--- src/rtl/ptw_arbiter.sv ---
// Shares one page-table walker between the ITLB and DTLB: round-robin grant,
// one walk in flight, and the PTE is routed back only to the requester that owns the walk.
module ptw_arbiter #(
    parameter int XLEN = 32
) (
    input  logic            clk,
    input  logic            rst,

    input  logic            itlb_req_valid_i,
    output logic            itlb_req_ready_o,
    input  logic [XLEN-1:0] itlb_vaddr_i,
    output logic            itlb_resp_valid_o,
    input  logic            itlb_resp_ready_i,
    output logic [XLEN-1:0] itlb_pte_o,

    input  logic            dtlb_req_valid_i,
    output logic            dtlb_req_ready_o,
    input  logic [XLEN-1:0] dtlb_vaddr_i,
    output logic            dtlb_resp_valid_o,
    input  logic            dtlb_resp_ready_i,
    output logic [XLEN-1:0] dtlb_pte_o,

    output logic            ptw_req_valid_o,
    input  logic            ptw_req_ready_i,
    output logic [XLEN-1:0] ptw_vaddr_o,
    input  logic            ptw_resp_valid_i,
    output logic            ptw_resp_ready_o,
    input  logic [XLEN-1:0] ptw_pte_i,

    output logic            busy_o,
    output logic [1:0]      dbg_state_o
);

    // Every port pair is valid/ready: a transfer happens on the rising edge
    // where both are 1; the source holds valid and payload stable until then.

    typedef enum logic [1:0] {
        IDLE = 2'd0,
        REQ  = 2'd1,
        WAIT = 2'd2,
        RESP = 2'd3
    } state_t;

    localparam logic SEL_ITLB = 1'b0;
    localparam logic SEL_DTLB = 1'b1;

    state_t            state_q, state_d;
    logic              owner_q;
    logic              last_q;
    logic [XLEN-1:0]   vaddr_q;
    logic [XLEN-1:0]   pte_q;

    logic              win_i;
    logic              win_d;
    logic              hs_i;
    logic              hs_d;
    logic              grant;

    // Tie goes to whichever side was not granted last.
    assign win_i = itlb_req_valid_i && (!dtlb_req_valid_i || (last_q == SEL_DTLB));
    assign win_d = dtlb_req_valid_i && (!itlb_req_valid_i || (last_q == SEL_ITLB));

    assign hs_i  = (state_q == IDLE) && win_i;
    assign hs_d  = (state_q == IDLE) && win_d;
    assign grant = hs_i || hs_d;

    always_ff @(posedge clk) begin
        if (rst) begin
            state_q <= IDLE;
            owner_q <= SEL_ITLB;
            last_q  <= SEL_DTLB;
            vaddr_q <= '0;
            pte_q   <= '0;
        end else begin
            state_q <= state_d;
            if (grant) begin
                owner_q <= hs_d;
                last_q  <= hs_d;
                vaddr_q <= hs_d ? dtlb_vaddr_i : itlb_vaddr_i;
            end
            if ((state_q == WAIT) && ptw_resp_valid_i) begin
                pte_q <= ptw_pte_i;
            end
        end
    end

    always_comb begin
        state_d           = state_q;
        itlb_req_ready_o  = 1'b0;
        dtlb_req_ready_o  = 1'b0;
        itlb_resp_valid_o = 1'b0;
        dtlb_resp_valid_o = 1'b0;
        ptw_req_valid_o   = 1'b0;
        ptw_resp_ready_o  = 1'b0;

        case (state_q)
            IDLE: begin
                itlb_req_ready_o = hs_i;
                dtlb_req_ready_o = hs_d;
                if (grant) begin
                    state_d = REQ;
                end
            end
            REQ: begin
                ptw_req_valid_o = 1'b1;
                if (ptw_req_ready_i) begin
                    state_d = WAIT;
                end
            end
            WAIT: begin
                ptw_resp_ready_o = 1'b1;
                if (ptw_resp_valid_i) begin
                    state_d = RESP;
                end
            end
            RESP: begin
                // A ready from the non-owner port is ignored.
                if (owner_q == SEL_ITLB) begin
                    itlb_resp_valid_o = 1'b1;
                    if (itlb_resp_ready_i) begin
                        state_d = IDLE;
                    end
                end else begin
                    dtlb_resp_valid_o = 1'b1;
                    if (dtlb_resp_ready_i) begin
                        state_d = IDLE;
                    end
                end
            end
            default: begin
                state_d = IDLE;
            end
        endcase
    end

    assign ptw_vaddr_o = vaddr_q;
    assign itlb_pte_o  = pte_q;
    assign dtlb_pte_o  = pte_q;
    assign busy_o      = (state_q != IDLE);
    assign dbg_state_o = state_q;

endmodule

--- config.mk ---
export PLATFORM = sky130hd
export DESIGN_NAME = ptw_arbiter
export DESIGN_NICKNAME = d
export VERILOG_FILES = /design/src/rtl/ptw_arbiter.sv
export SDC_FILE = /design/constraint.sdc
export NUM_CORES = 1
export LEC_CHECK = 0
export CAP_MARGIN = 25
export CELL_PAD_IN_SITES_DETAIL_PLACEMENT = 2
export CELL_PAD_IN_SITES_GLOBAL_PLACEMENT = 2
export CORE_MARGIN = 3
export CORE_UTILIZATION = 19
export CTS_BUF_LIST = sky130_fd_sc_hd__clkbuf_8
export CTS_CLUSTER_SIZE = 20
export DETAILED_ROUTE_END_ITERATION = 10
export PLACE_DENSITY_LB_ADDON = 0.1
export SLEW_MARGIN = 40
export SYNTH_ARGS = -nofsm -noshare
export SYNTH_HDL_FRONTEND = slang
export SYNTH_SLANG_ARGS = --single-unit
--- constraint.sdc ---
create_clock -name clk -period 1.6 [get_ports clk]
set_input_delay 0.24 -clock clk [delete_from_list [all_inputs] [get_ports clk]]
set_output_delay 0.24 -clock clk [all_outputs]
set_load 0.005 [all_outputs]
==> reports/qor.yml, run 1 <==
status:
  status: "finished, final reports clean"
hold_path:
  holdCritStartpoint: "rst"
  holdCritPathClass: "input port to flop"
die:
  die-area_um2: 18300
  start_util_pct: 19.7
  die_w_um: 135
  die_y_um: 135
  core-area_um2: 16100
  ioPinCount: 209
  rows: 46
cts:
  numCtsBuffers: 9
  htree_levels: 3
  cts-root-buf: "clkbuf_8"
  cts_num_sinks: 68
  cts_buffer_depth: 2
  clkTransAtPathRegs_ps: 80
  cts_tree: "yes"
  clock_latency_ps: 350
timing:
  slew_viol_final: 0
  hold_viol_final: 0
  setup_tns_ps: 0
  fin_crit_sh_pct: 96.1
  relSlewSlack_pct: 77.5
  tightest_slew_ps: 338
  setup_ws_ps: 62.6
  setup_viol: 0
  max_freq_mhz: 650
  skew_ps: 8.34
  fin_crit_ps: 1540
  grt_setup_unrepaired: "yes"
  hold_slack_ps: 159
placement:
  numPortBuffers: 208
  hpwl_um: 10400
  place_ws_ps: -176
  place.gp.congestion: 0.699
drt:
  num_vias: 3573
  routed_wl_um: 14300
  route.detailed.wl_per_inst_um: 17.9
  ant_nets: 0
  viasPerCell: 4.47
  dr.pass1.iters: 4
  drtIter0Drc: 65
  drc: 0
critical_path:
  startpoint: "dbg_state_o[1]"
  timing.critical_path.buf_inv: 2
  critPathTopFamily: "compound AO/OA/AOI/OAI gates"
  arrival_ps: 1810
  crit_fanout: 4
  slowest_stage: "a2111oi_4"
  worstPathRequired_ps: 1870
  crit_chain: "inv_2 > ha_4 > buf_6 > nor3b_4 > a2111oi_4 > mux2i_1"
  start_kind: "flop"
  setup.worst_path.class: "flop to flop"
  worstReg2RegStart: "dbg_state_o[1]"
  critPathMaxStageDelay_ps: 390
  endpoint_kind: "flop"
synthesis:
  synth_compound_area_share_pct: 20.8
  syn_inst: 396
  synth.ff_latch_count: 68
  synth_top_family_by_area: "compound AO/OA/AOI/OAI gates"
  synth_area_um2: 3180
  synth_fa_ha_area_share_pct: 1.97
  synth_largest_area_cell: "dfxtp_1"
  synthSimpleGateAreaFrac_pct: 19.5
  synth_top_area_share_pct: 42.8
  yosysWarnings: 0
  syn_area_per_cell_um2: 8.03
  synth.distinct_cells: 24
  synthTopCellsByArea: "dfxtp_1 43%, a311oi_1 8.8%, buf_4 8.5%, nand2_1 8.1%, a21oi_1 5.4%"
  synth_mux_area_share_pct: 0.944
  yosys.area_share.xor_xnor_pct: 0
  syn_nets: 505
  yosysSeqAreaShare_pct: 42.8
grt:
  grt_start_max_net_pins: 50
  busiest_layer: "met2"
  gr-usage-all-layers_pct: 15.1
  grt_pass1_wl_um: 21400
  grt_pass1_vias: 3833
  globalRouteMet2Util_pct: 25.2
  use_met1_pct: 17.2
  met3_usage_pct: 6.58
  grt.overflow.total: 0
  grt_antenna_before_repair: 0
power_and_ir_drop:
  clkPwrFrac_pct: 17.3
  swShare_pct: 35.0
  p_comb_share_pct: 49.6
  leakage_uw: 0.00204
  power.density_nw_per_um2: 1260
  vdd_drop_max_mv: 0.412
  pwr-share-seq_pct: 33.1
  intPower_uw: 4690
  power_switching_uw: 2530
layout:
  fillerInstances: 1815
  drive_gt1_share_pct: 12.3
  num_antenna_cells: 0
  area_delta_synth_final_pct: 80.0
  final_cell_mix: "198 x clkdlybuf4s50_1, 66 x nand2_1, 66 x dfxtp_1, 33 x nor2_1, 33 x a21oi_1"
  nNetsFinal: 688
  final_common_cell: "clkdlybuf4s50_1"
  post-route-util_pct: 35.5
run:
  drv_cap: 0
## state kept, by name (all words and copies together), names as in the netlist
register,cells
owner_q,1
last_q,1
ptw_vaddr_o,32
dtlb_pte_o,32
dbg_state_o,2
## power groups by stage
stage | Combinational (uW) | Sequential, uW | Clock [uW]
final | 3580 | 2390 | 1250
after global routing | 3930 | 2460 | 1400
after CTS | 3370 | 2400 | 1340
after detailed placement | 3320 | 2430 | 0
after global placement | 3250 | 2400 | 0
after floorplan | 1370 | 2430 | 0
## logic make-up after synthesis
kind of cell / after synthesis
flops: 68
compound gates: 102
simple gates: 146
mux: 3
fa+ha+maj: 5
buf+inv: 72
## repair_timing
action	4_1_cts	5_1_grt
buffers inserted	1	1
hold buffers	0	0
gates cloned	0	3
pin swaps	1	4
setup endpoints to repair	39	31
gates resized for setup	36	17
## metal layers
layer	vias up	share of wire [%]
met2	138	48
met5	-	0
met3	14	9.3
met4	0	1.6
met1	1722	41
li1	1699	-
## final cells by class
class | count | area (um^2) | share of cell area (%)
repair buffers | 239 | 2430 | 42.5
inverters | 5 | 18.8 | 0.328
clock inverters | 6 | 25.0 | 0.437
clock buffers | 10 | 138 | 2.40
multi-input cells | 256 | 1480 | 25.8
flip-flops and latches | 68 | 1360 | 23.8
well taps | 216 | 270 | 4.72
## synth_stat cells (all sizes together)
cell type	instances
nand2b	4
mux2i	3
nor2b	3
o21ai	32
nand2	69
ha	5
buf	56
nor3b	1
a311oi	32
a2111oi	1
o21bai	1
o21a	1
inv	5
nand3	32
clkbuf	11
a21oi	34
a211o	1
nor2	33
dfxtp	68
and2	4
## worst paths after layout
check,endpoint,slack [ps],cells past startpoint
max,dbg_state_o[0],60,6
min,ptw_vaddr_o[7],160,2
max reg2reg,dbg_state_o[0],60,6
min reg2reg,dtlb_pte_o[29],470,2
## per-stage QoR
stage | cells | instance area [um^2] | total power [uW]
final | 800 | 5720 | 7220
after global routing | 800 | 5720 | 7790
after CTS | 798 | 5590 | 7110
after detailed placement | 781 | 5400 | 5750
after global placement | 781 | 5400 | 5650
after floorplan | 396 | 3180 | 3810
Note: power is estimated with default switching activity, not from simulation.
==> inputs of run 2 (changes only) <==
--- a/config.mk
+++ b/config.mk
@@ -13,6 +13,7 @@
 export CTS_BUF_LIST = sky130_fd_sc_hd__clkbuf_8
 export CTS_CLUSTER_SIZE = 20
 export DETAILED_ROUTE_END_ITERATION = 10
+export HOLD_SLACK_MARGIN = 0.05
 export PLACE_DENSITY_LB_ADDON = 0.1
 export SLEW_MARGIN = 40
 export SYNTH_ARGS = -nofsm -noshare
==> results of run 2 <==
Final layout, timing and power as in run 1 (identical DEF).
==> inputs of run 3 (changes only) <==
==> constraint.sdc (replaced) <==
create_clock -name clk -period 1.55 [get_ports clk]
set_input_delay 0.2325 -clock clk [delete_from_list [all_inputs] [get_ports clk]]
set_output_delay 0.2325 -clock clk [all_outputs]
set_load 0.005 [all_outputs]
==> reports/qor.yml, run 3 (synthesis gave the netlist of run 1 again) <==
status:
  status: "finished, final reports clean"
timing:
  slew_viol_final: 0
  hold_viol_final: 0
  grt_setup_unrepaired: "yes"
  setup_ws_ps: 9.59
  fin_crit_ps: 1540
  fin_crit_sh_pct: 99.4
  setup_viol: 0
  max_freq_mhz: 649
  hold_slack_ps: 211
  skew_ps: 12.0
  tightest_slew_ps: 339
  relSlewSlack_pct: 77.4
placement:
  place.gp.congestion: 0.690
  hpwl_um: 10700
  numPortBuffers: 208
  place_ws_ps: -233
die:
  die-area_um2: 18300
  ioPinCount: 209
  die_y_um: 135
  start_util_pct: 19.7
  core-area_um2: 16100
  rows: 46
  die_w_um: 135
cts:
  htree_levels: 3
  numCtsBuffers: 9
  cts_hold_buf: 0
  cts_tree: "yes"
  cts-root-buf: "clkbuf_8"
  clkTransAtPathRegs_ps: 80
  cts_buffer_depth: 2
  cts_num_sinks: 68
  clock_latency_ps: 350
grt:
  grt_antenna_before_repair: 0
  grt_pass1_vias: 4038
  grt.overflow.total: 0
  gr-usage-all-layers_pct: 15.4
  grt_pass1_wl_um: 22100
  grt_start_max_net_pins: 37
layout:
  nNetsFinal: 690
  drive_gt1_share_pct: 13.7
  final_cell_mix: "197 x clkdlybuf4s50_1, 67 x nand2_1, 65 x dfxtp_1, 33 x nor2_1, 33 x a21oi_1"
  post-route-util_pct: 35.5
  final_common_cell: "clkdlybuf4s50_1"
  num_antenna_cells: 0
  area_delta_synth_final_pct: 79.9
drt:
  route.detailed.wl_per_inst_um: 17.5
  dr.pass1.iters: 4
  ant_nets: 0
  routed_wl_um: 14000
  drc: 0
  num_vias: 3575
  drtIter0Drc: 68
  viasPerCell: 4.47
critical_path:
  start_kind: "flop"
  worstPathRequired_ps: 1320
  arrival_ps: 1310
  endpoint_kind: "output pin"
  crit_fanout: 6
  setup.worst_path.class: "flop to output pin"
power_and_ir_drop:
  power.density_nw_per_um2: 1300
  finalPower_uw: 7420
  leakage_uw: 0.00204
  vdd_drop_max_mv: 0.506
hold_path:
  holdCritPathClass: "input port to flop"
run:
  drv_cap: 0
run 3: cell types whose count changed in the layout (fill, tap and decap cells not counted), sizes merged:
cell           previous run  this run
dlymetal6s2s              0         1
buf                      33        41
clkdlybuf4s50           198       197
inv                       9         5
clkdlybuf4s15             2         0
clkbuf                   14        12
run 3: metal layers:
metal  share of wire, %  GRT usage [%]  up-vias
met5                  0              0        -
met4                1.0           4.82        0
met3                9.5           6.46        9
met2                 49           26.4      134
met1                 40           17.3     1729
li1                   -              -     1703
run 3: what timing repair did:
| item | 4_1_cts | 5_1_grt |
|---|---|---|
| gates resized for setup | 50 | 24 |
| pin swaps | 3 | 7 |
| gates cloned | 0 | 1 |
| setup endpoints to repair | 65 | 50 |
| buffers inserted | 1 | 0 |
run 3: worst paths after layout:
| kind | slack, ps | to | cells after the start | from |
|---|---|---|---|---|
| worst max-delay path | 10 | dtlb_req_ready_o | 6 | dbg_state_o[1] |
| worst min-delay path | 210 | ptw_vaddr_o[13] | 2 | rst |
| worst max register to register | 60 | dbg_state_o[0] | 6 | dbg_state_o[1] |
| worst min register to register | 470 | dtlb_pte_o[23] | 2 | dtlb_pte_o[23] |
run 3: report_power, final:
group | total [uW] | switching (uW) | internal, uW
clock | 1370 | 683 | 690
sequential | 2470 | 277 | 2190
combinational | 3580 | 1600 | 1980
run 3: through the flow:
stage	cells	TNS, ps	area, um^2
6_report	800	0	5720
5_1_grt	800	-481	5720
4_1_cts	799	-33.2	5620
3_5_place_dp	785	-6790	5410
3_3_place_gp	785	-4170	5410
2_1_floorplan	396	0	3180
run 3: worst max-delay path: stages (launching register included):
cell and delay, ps:
dfxtp_2 350, inv_2 50, ha_4 180, and2_4 190, nand2_4 60, inv_2 30, buf_6 100
run 3: cell type report:
class,count,area (um^2)
clock inverter,2,10.0
fill,1795,10400
timing repair buffer,241,2400
tap,216,270
inverter,5,18.8
sequential,68,1370
clock buffer,12,165
multi-input combinational,256,1500
